`src/rtl/cpu_ctrl_fsm.sv`:
```
// Eight-phase instruction sequencer for a small accumulator CPU.
// Control strobes are a combinational decode of the phase register, the halt flag, opcode and zero.
module cpu_ctrl_fsm (
    input  logic       clk,
    input  logic       rst_n,
    input  logic       ena,
    input  logic [2:0] opcode,
    input  logic       zero,
    output logic       alu_ena,
    output logic       rd,
    output logic       wr,
    output logic       load_ir,
    output logic       load_acc,
    output logic       load_pc,
    output logic       inc_pc,
    output logic       datactl_ena,
    output logic       halt
);

    typedef enum logic [2:0] {S0, S1, S2, S3, S4, S5, S6, S7} state_e;

    localparam logic [2:0] OpHlt = 3'b000;
    localparam logic [2:0] OpSkz = 3'b001;
    localparam logic [2:0] OpAdd = 3'b010;
    localparam logic [2:0] OpAnd = 3'b011;
    localparam logic [2:0] OpXor = 3'b100;
    localparam logic [2:0] OpLda = 3'b101;
    localparam logic [2:0] OpSto = 3'b110;
    localparam logic [2:0] OpJmp = 3'b111;

    state_e state_q, state_d;
    logic   halted_q, halted_d;

    always_ff @(posedge clk or negedge rst_n) begin
        if (!rst_n) begin
            state_q  <= S0;
            halted_q <= 1'b0;
        end else begin
            state_q  <= state_d;
            halted_q <= halted_d;
        end
    end

    // Once halted the sequencer parks in S3 until reset, ignoring ena.
    always_comb begin
        state_d  = S0;
        halted_d = halted_q;
        if (halted_q) begin
            state_d = S3;
        end else if (!ena) begin
            state_d = S0;
        end else if ((state_q == S3) && (opcode == OpHlt)) begin
            state_d  = S3;
            halted_d = 1'b1;
        end else begin
            state_d = state_e'(state_q + 3'd1);
        end
    end

    // Unknown opcodes match no case item, so S3..S7 emit nothing for them.
    always_comb begin
        alu_ena     = 1'b0;
        rd          = 1'b0;
        wr          = 1'b0;
        load_ir     = 1'b0;
        load_acc    = 1'b0;
        load_pc     = 1'b0;
        inc_pc      = 1'b0;
        datactl_ena = 1'b0;
        halt        = 1'b0;
        if (!rst_n) begin
            halt = 1'b0;
        end else if (halted_q) begin
            halt = 1'b1;
        end else if (ena) begin
            unique case (state_q)
                S0: begin
                    rd      = 1'b1;
                    load_ir = 1'b1;
                end
                S1: begin
                    rd      = 1'b1;
                    load_ir = 1'b1;
                    inc_pc  = 1'b1;
                end
                S2: ;
                S3: begin
                    case (opcode)
                        OpHlt: halt = 1'b1;
                        OpSkz, OpAdd, OpAnd, OpXor, OpLda, OpSto, OpJmp: inc_pc = 1'b1;
                        default: ;
                    endcase
                end
                S4: begin
                    case (opcode)
                        OpAdd, OpAnd, OpXor, OpLda: begin
                            rd      = 1'b1;
                            alu_ena = 1'b1;
                        end
                        OpSto:   datactl_ena = 1'b1;
                        OpJmp:   load_pc = 1'b1;
                        default: ;
                    endcase
                end
                S5: begin
                    case (opcode)
                        OpAdd, OpAnd, OpXor, OpLda: begin
                            rd       = 1'b1;
                            load_acc = 1'b1;
                        end
                        OpSto: begin
                            datactl_ena = 1'b1;
                            wr          = 1'b1;
                        end
                        OpJmp: begin
                            load_pc = 1'b1;
                            inc_pc  = 1'b1;
                        end
                        OpSkz: begin
                            if (zero) inc_pc = 1'b1;
                        end
                        default: ;
                    endcase
                end
                S6: begin
                    case (opcode)
                        OpAdd, OpAnd, OpXor, OpLda: rd = 1'b1;
                        OpSto:   datactl_ena = 1'b1;
                        default: ;
                    endcase
                end
                S7: begin
                    case (opcode)
                        OpSkz: begin
                            if (zero) inc_pc = 1'b1;
                        end
                        default: ;
                    endcase
                end
            endcase
        end
    end

    wr_needs_bus: assert property (@(posedge clk) disable iff (!rst_n) wr |-> datactl_ena);
    no_rd_wr:     assert property (@(posedge clk) disable iff (!rst_n) !(wr && rd));

endmodule

```
`config.mk`:
```
export PLATFORM = sky130hd
export DESIGN_NAME = cpu_ctrl_fsm
export DESIGN_NICKNAME = d
export VERILOG_FILES = /design/src/rtl/cpu_ctrl_fsm.sv
export SDC_FILE = /design/constraint.sdc
export NUM_CORES = 1
export LEC_CHECK = 0
export CORE_AREA = 2 2 39 41
export CTS_BUF_LIST = sky130_fd_sc_hd__clkbuf_4 sky130_fd_sc_hd__clkbuf_8
export CTS_CLUSTER_DIAMETER = 80
export DETAILED_ROUTE_END_ITERATION = 8
export DIE_AREA = 0 0 41 43
export HOLD_SLACK_MARGIN = 0.1
export RECOVER_POWER = 50
export SLEW_MARGIN = 20
export SYNTH_ARGS = -nofsm -noshare
export SYNTH_HDL_FRONTEND = slang
export SYNTH_SLANG_ARGS = --single-unit
export TNS_END_PERCENT = 5
```
`constraint.sdc`:
```
create_clock -name clk -period 2.2 [get_ports clk]
set_input_delay 0.33 -clock clk [delete_from_list [all_inputs] [get_ports clk]]
set_output_delay 0.33 -clock clk [all_outputs]
set_load 0.01 [all_outputs]
```
* Word-level counts from Yosys, hierarchy flattened
Cells that the tools add are included.
** Word-level totals
- Register bits :: 4
- Input port bits :: 7
- Output and inout port bits :: 9
** Cells by class
- Reduce and logical (&&, ||, !) cells :: 8
- $add $sub $neg :: 1
- Eq/ne operators :: 13
- Muxes and demuxes :: 50
** Operators with widths (number)
- 1-bit two-way mux :: 44
- 3-bit equality test, second input constant :: 8
- 3-bit by 2-bit equality test with 1-bit output, second input constant :: 3
- 3-bit two-way mux :: 3
- 7-bit OR reduction :: 1
- 3-bit by 1-bit equality test with 1-bit output, second input constant :: 2
- 3-bit logical NOT :: 2
- 1-bit case mux with 2 select lines :: 2
- 1-bit case mux with 4 select lines :: 1
- 2-bit OR reduction :: 2
- 4-bit OR reduction :: 1
- 3-bit by 1-bit adder with 3-bit output, second input constant :: 1
- 3-bit OR reduction :: 1
- 1-bit logical AND :: 1

* Depth between registers and ports, before layout
Gate-level depths: netlist (run 1).
- Depth after elaboration :: 7
- Gate-level depth with buffers :: 4
- Mapped depth without buffers :: 4

* Least setup slack after synthesis (run 1)
OpenSTA, ideal clock, no wires.
- Path type :: flip-flop to output port
- Start :: register state_q[0]
- End :: output port halt
- Cell stages (with the launch flop) :: 5
- Path slack :: 773 ps
- Data arrival time :: 1097 ps
- Cells stage by stage :: dfrtp_1 ha_1 ha_1 a31oi_2 nor2b_2
** Between the ends
- Cells in the longest elaborated chain, start to end :: 5
** RTL lines
- start, declared :: RTL line 31 : state_e state_q, state_d;
- start signal, assigned :: RTL line 39 : state_q <= state_d;
- 3-bit by 2-bit equality test with 1-bit output :: RTL line 76 : unique case (state_q)
- 1-bit two-way mux :: RTL line 76
- 1-bit two-way mux :: RTL line 75 : end else if (ena) begin
- 1-bit two-way mux :: RTL line 73 : end else if (halted_q) begin
- 1-bit two-way mux :: RTL line 71 : if (!rst_n) begin
- end, declared :: RTL line 17 : output logic halt
No other way between the ends.

* Final worst setup path (run 1)
Same ends and word-level chain as after synthesis.

==> flow_summary_export.csv, run 1 <==
group,metric,value,unit
outcome,status,"finished clean",
floorplan,die_h,43,um
timing,maxSlewViolCount,0,
setup_path,critical_path_class,"reg2out",
drt,drtIter0Drc,0,
floorplan,pin_count,16,
drt,drt_pass1_iterations,1,
timing,setup_violations,0,
timing,slew_headroom,0.8146,
setup_path,r2r_end,"state_q[2]",
drt,wl_met1,384,um
drt,drc,0,
timing,min_period,2.133,ns
placement,gp_congestion,0.6708,
finish,fin_nets,80,
power_and_ir_drop,power.density,852.2,nW/um2
setup_path,crit_path_end_kind,"primary output",
finish,drive_gt1_frac,0.3077,
finish,antenna_cells,0,
clock_tree,numCtsBuffers,3,
setup_path,cp_max_fo,4,
finish,layout_commonest_cell,"dlygate4sd2_1",
setup_path,r2r-start,"state_q[0]",
synthesis,synth_cells,43,
drt,antenna_left,0,
clock_tree,hold_buffers,0,
setup_path,crit_required,1.87,ns
drt,top_layer,"met4",
synthesis,syn_area_per_cell,9.515,um2
finish,fin_util,0.4901,
floorplan,die_w,41,um
clock_tree,clkTransAtPathRegs,0.04,ns
run,cap_violations,0,
synthesis,syn_area,409.1,um2
finish,area_delta_synth_final,65.75,%
drt,wl,931,um
power_and_ir_drop,power,578.0,uW
placement,dpl.hpwl,770.3,um
floorplan,fp.dieArea,1763,um2
drt,wire_per_inst,11.49,um
power_and_ir_drop,ir_worst_vdd,0.0004568,V
floorplan,num_rows,14,
grt,grt_first_pass_wirelength,1676,um
grt,grt_util_all_layers,0.1452,
setup_path,reg2reg_depth,3,
clock_tree,clock_tree.buffer_depth,2,
setup_path,r2r_slack,0.87,ns
finish,num-fill-cells,151,
hold_path,min_path_type,"in2async",
clock_tree,cts_tree,"yes",
floorplan,core-area,1384,um2
power_and_ir_drop,power.leakage,0.3615,nW
drt,met3_length,82,um
timing,skew,0.002245,ns
drt,wl_met2,444,um
synthesis,yosysWarnings,0,
drt,via_count,384,
synthesis,synth_nets,56,
clock_tree,clock-root-buffer,"clkbuf_4",
timing,finalHoldViolCount,0,
clock_tree,insertion_delay,0.23,ns
grt,antenna_found_initial,0,
synthesis,yosysSeqAreaShare,0.2446,
timing,fin_crit_sh,0.9694,
grt,grt_overflow,0,
timing,fmax,468.9,MHz
synthesis,ys_ff_latch,4,
clock_tree,cts_htree_levels,1,
placement,portBuffers,15,
grt,grt_pass1_vias,381,
synthesis,synth_cell_type_count,22,
floorplan,start_util,0.2957,
timing,worst_slew_pin_slew,0.2770,ns
setup_path,cp.arrival,1.80,ns
setup_path,start_kind,"register",
timing,rsz0062_at_grt,"true",
finish,final_cell_mix,"dlygate4sd2_1 (7), inv_1 (5), clkdlybuf4s50_1 (5)",
drt,drt-vias-per-instance,4.741,
clock_tree,clkSinkCount,4,
grt,grt_start_max_net_pins,7,
==> per-layer routing <==
layer | up-vias | GRT usage
li1 | 196 | -
met1 | 169 | 0.1629
met2 | 17 | 0.2156
met3 | 2 | 0.03665
met4 | 0 | 0.1200
met5 | - | 0
==> state kept, by name, indices dropped and copies added (netlist names) <==
name / cells
halted_q: 1
state_q: 3
==> worst max-delay path by stage <==
stage                          start    to  cells after the start
after floorplan           state_q[0]  halt                      4
after global placement     opcode[0]  halt                      5
after detailed placement   opcode[1]  halt                      5
after CTS                 state_q[1]    rd                      5
after global routing      state_q[0]  halt                      5
final                     state_q[0]  halt                      5
==> area by class of cell <==
class                   count  area, um2  share of cell area
clock buffers               3      22.52             0.03321
flip-flops and latches      4      102.6              0.1513
multi-input cells          34      335.3              0.4945
well taps                  16      20.02             0.02952
repair buffers             19      178.9              0.2638
inverters                   5      18.77             0.02768
==> cell usage after synthesis <==
master	count	area, um2
ha_1	6	75.07
inv_1	5	18.77
dfrtp_1	4	100.1
nand2_1	4	15.01
and2_1	3	18.77
nor2_1	3	11.26
nor3_2	2	20.02
o21ai_0	2	10.01
a2111oi_2	1	15.01
a221oi_2	1	15.01
a31oi_1	1	6.260
a31oi_2	1	12.51
and3_2	1	7.510
nand2b_1	1	6.260
nand3b_1	1	7.510
nand4b_2	1	15.01
nor2b_2	1	8.760
nor3_1	1	5.000
nor4b_2	1	15.01
o2111ai_1	1	8.760
o31a_1	1	8.760
xnor2_1	1	8.760
==> metrics by stage <==
| step | instance area [um2] | cells | hold WS, ns | TNS [ns] | worst slack [ns] |
|---|---|---|---|---|---|
| 6_report | 678.2 | 81 | 0.2177 | 0 | 0.06728 |
| 5_1_grt | 678.2 | 81 | 0.2465 | -0.02704 | -0.02704 |
| 4_1_cts | 651.9 | 81 | 0.2191 | 0 | 0.005235 |
| 3_5_place_dp | 601.8 | 77 | 0.5119 | -0.2325 | -0.1139 |
| 3_3_place_gp | 601.8 | 77 | 0.5001 | -0.1469 | -0.07262 |
| 2_1_floorplan | 409.1 | 43 | 0.03441 | 0 | 0.7733 |
==> power by group <==
group / switching (mW) / internal [mW] / leakage [nW]
combinational: 0.172 / 0.160 / 0.301
sequential: 0.0462 / 0.112 / 0.0469
clock: 0.0272 / 0.0608 / 0.0138
total: 0.246 / 0.332 / 0.362
==> critical path, stage by stage (launching register included) <==
cell and delay [ns]:
dfrtp_1 0.40, ha_1 0.26, ha_4 0.20, a31oi_4 0.18
nor2b_2 0.06, clkdlybuf4s50_1 0.47
==> logic make-up (layout without fill, tap and decap cells) <==
group | count (synthesis) | count (layout) | synth area share
AOI/OAI and AO/OA | 8 | 8 | 0.1865
and+or+nand+nor | 19 | 19 | 0.3180
xor gates and xnor gates | 1 | 1 | 0.02141
buffers and inverters | 5 | 27 | 0.04588
DFF | 4 | 4 | 0.2447
adders and majority gates | 6 | 6 | 0.1835
==> repair_timing <==
item	4_1_cts	5_1_grt
pin swaps	2	0
buffers inserted	1	0
resized for setup	12	7
endpoints found under the setup margin	6	5
No activity file was read; power rests on OpenSTA's default activity.
==> run 2, diff against run 1 <==
CELL_PAD_IN_SITES_DETAIL_PLACEMENT = 1   (was unset)
CELL_PAD_IN_SITES_GLOBAL_PLACEMENT = 1   (was unset)
PLACE_DENSITY_LB_ADDON = 0.1   (was unset)
==> run 2 against run 1 <==
Design area down 6.1%. Cell count is 1.2% higher. Clock skew is 0.0017 ns lower. First-iteration DRC count is 1 higher. Clock power up 2.4%. Fmax grew 5.4%. Worst hold slack worse by 0.071 ns. Sequential cell count is the same. Clock-buffer cell count unchanged. Sequential share of layout area is 0.59 points higher. Setup slack better by 0.11 ns. Global-route usage is 1.4 points lower. Highest routed layer unchanged.
==> flow_summary_export.csv, run 2 (same netlist as run 1, synthesis figures left out) <==
group,metric,value,unit
outcome,status,"finished clean",
clock_tree,numCtsBuffers,3,
floorplan,die_h,43,um
setup_path,crit_start,"state_q[2]",
drt,drtIter0Drc,1,
setup_path,reg2reg_depth,5,
power_and_ir_drop,power.density,797.2,nW/um2
drt,via_count,396,
timing,finalHoldViolCount,0,
setup_path,r2r_slack,0.73,ns
run,cap_violations,0,
grt,antenna_found_initial,0,
finish,final_cell_mix,"inv_1 (5), ha_1 (5), dlygate4sd2_1 (5), clkdlybuf4s50_1 (5)",
setup_path,r2r-start,"state_q[0]",
timing,rsz0062_at_grt,"false",
setup_path,crit_required,1.87,ns
timing,hold_slack,0.1466,ns
placement,dp.cells,79,
finish,largest_register,"state_q",
grt,grt_start_max_net_pins,7,
finish,fin_cells,82,
setup_path,cp.arrival,1.69,ns
drt,drc,0,
placement,portBuffers,15,
timing,worst_slew_pin_slew,0.3275,ns
drt,antenna_left,0,
drt,wl,966,um
finish,area_delta_synth_final,55.66,%
timing,setup_violations,0,
clock_tree,insertion_delay,0.24,ns
timing,setup_ws,0.1757,ns
setup_path,endpoint,"datactl_ena",
timing,fmax,494.0,MHz
floorplan,die_w,41,um
setup_path,critical_path_class,"reg2out",
grt,grt_overflow,0,
setup_path,critPathTopFamily,"buffers and inverters",
floorplan,core-area,1384,um2
grt,grt_util_all_layers,0.1310,
power_and_ir_drop,ir_worst_vdd,0.0003770,V
placement,gp_congestion,0.6389,
clock_tree,clkSinkCount,4,
power_and_ir_drop,power.leakage,0.3526,nW
floorplan,start_util,0.2957,
setup_path,r2r_end,"state_q[0]",
placement,placed_cell_area,616.8,um2
timing,min_period,2.024,ns
finish,fin_nets,81,
timing,maxSlewViolCount,0,
drt,wire_per_inst,11.78,um
floorplan,num_rows,14,
clock_tree,cts_tree,"yes",
clock_tree,clock-root-buffer,"clkbuf_4",
setup_path,crit_cells,4,
finish,reg_top3,"state_q x3, halted_q x1",
drt,drt-vias-per-instance,4.829,
floorplan,fp.dieArea,1763,um2
setup_path,crit_slowest_cell,"clkdlybuf4s50_1",
placement,dp_slack,-0.04578,ns
setup_path,path_buf_inv,1,
finish,num-fill-cells,167,
grt,grt_first_pass_wirelength,1573,um
drt,drt_pass1_iterations,2,
clock_tree,cts_htree_levels,1,
finish,drive_gt1_frac,0.2273,
timing,fin_crit_sh,0.9201,
timing,slew_headroom,0.7760,
finish,largest_reg_flops,3,
setup_path,crit_path_end_kind,"primary output",
clock_tree,clock_tree.buffer_depth,2,
clock_tree,clkTransAtPathRegs,0.03,ns
setup_path,cp_max_fo,6,
finish,antenna_cells,0,
timing,skew,0.0005835,ns
finish,fin_area,636.9,um2
hold_path,min_path_type,"in2async",
setup_path,crit_path_max_incr_delay,0.52,ns
setup_path,start_kind,"register",
setup_path,crit_chain,"nand4b_4 > nor3_2 > o31a_1 > clkdlybuf4s50_1",
grt,grt_pass1_vias,409,
floorplan,pin_count,16,
clock_tree,hold_buffers,0,
placement,dpl.hpwl,830.7,um
==> run 2: changes by cell type in the layout (fill, tap and decap cells not counted), sizes merged <==
cell	before	now
buf	4	3
dlygate4sd2	7	5
dlymetal6s2s	3	4
clkbuf	3	6
==> run 2: worst min-delay path by stage <==
| stage | end | slack (ns) | cells past startpoint |
|---|---|---|---|
| after floorplan | halted_q | 0.03 | 0 |
| after global placement | state_q[2] | 0.50 | 1 |
| after detailed placement | state_q[2] | 0.50 | 1 |
| after CTS | state_q[0] | 0.48 | 2 |
| after global routing | state_q[1] | 0.18 | 2 |
| final | state_q[0] | 0.15 | 2 |
==> run 2: what timing repair did <==
item | 4_1_cts | 5_1_grt
resized for setup | 8 | 7
pin swaps | 1 | 0
setup buffers | 0 | 0
hold endpoints to repair | 0 | 0
setup endpoints to repair | 8 | 7
==> run 2: where the power goes <==
group | switching [mW] | internal (mW) | leakage [nW]
clock | 0.0292 | 0.0609 | 0.0138
sequential | 0.0437 | 0.108 | 0.0498
combinational | 0.144 | 0.121 | 0.289
==> run 2: cell type report <==
class / count / area (um2) / share of cell area
repair buffers: 20 / 177.7 / 0.2790
well taps: 16 / 20.02 / 0.03143
flip-flops and latches: 4 / 100.1 / 0.1572
clock buffers: 3 / 22.52 / 0.03536
inverters: 5 / 18.77 / 0.02947
multi-input cells: 34 / 297.8 / 0.4676
==> run 2: metrics by stage <==
stage                 util  TNS (ns)  total power, mW
floorplan                -         0           0.3333
global placement    0.4458   -0.1280           0.4509
detailed placement  0.4458   -0.1489           0.4538
CTS                 0.4702         0           0.5573
global route        0.4602         0           0.5665
finish              0.4602         0           0.5077
==> run 2: metal layers <==
layer | global-route usage | routed length (um)
met2 | 0.2281 | 482
met1 | 0.1368 | 404
met4 | 0.08000 | 23
met3 | 0.01571 | 57
met5 | 0 | 0
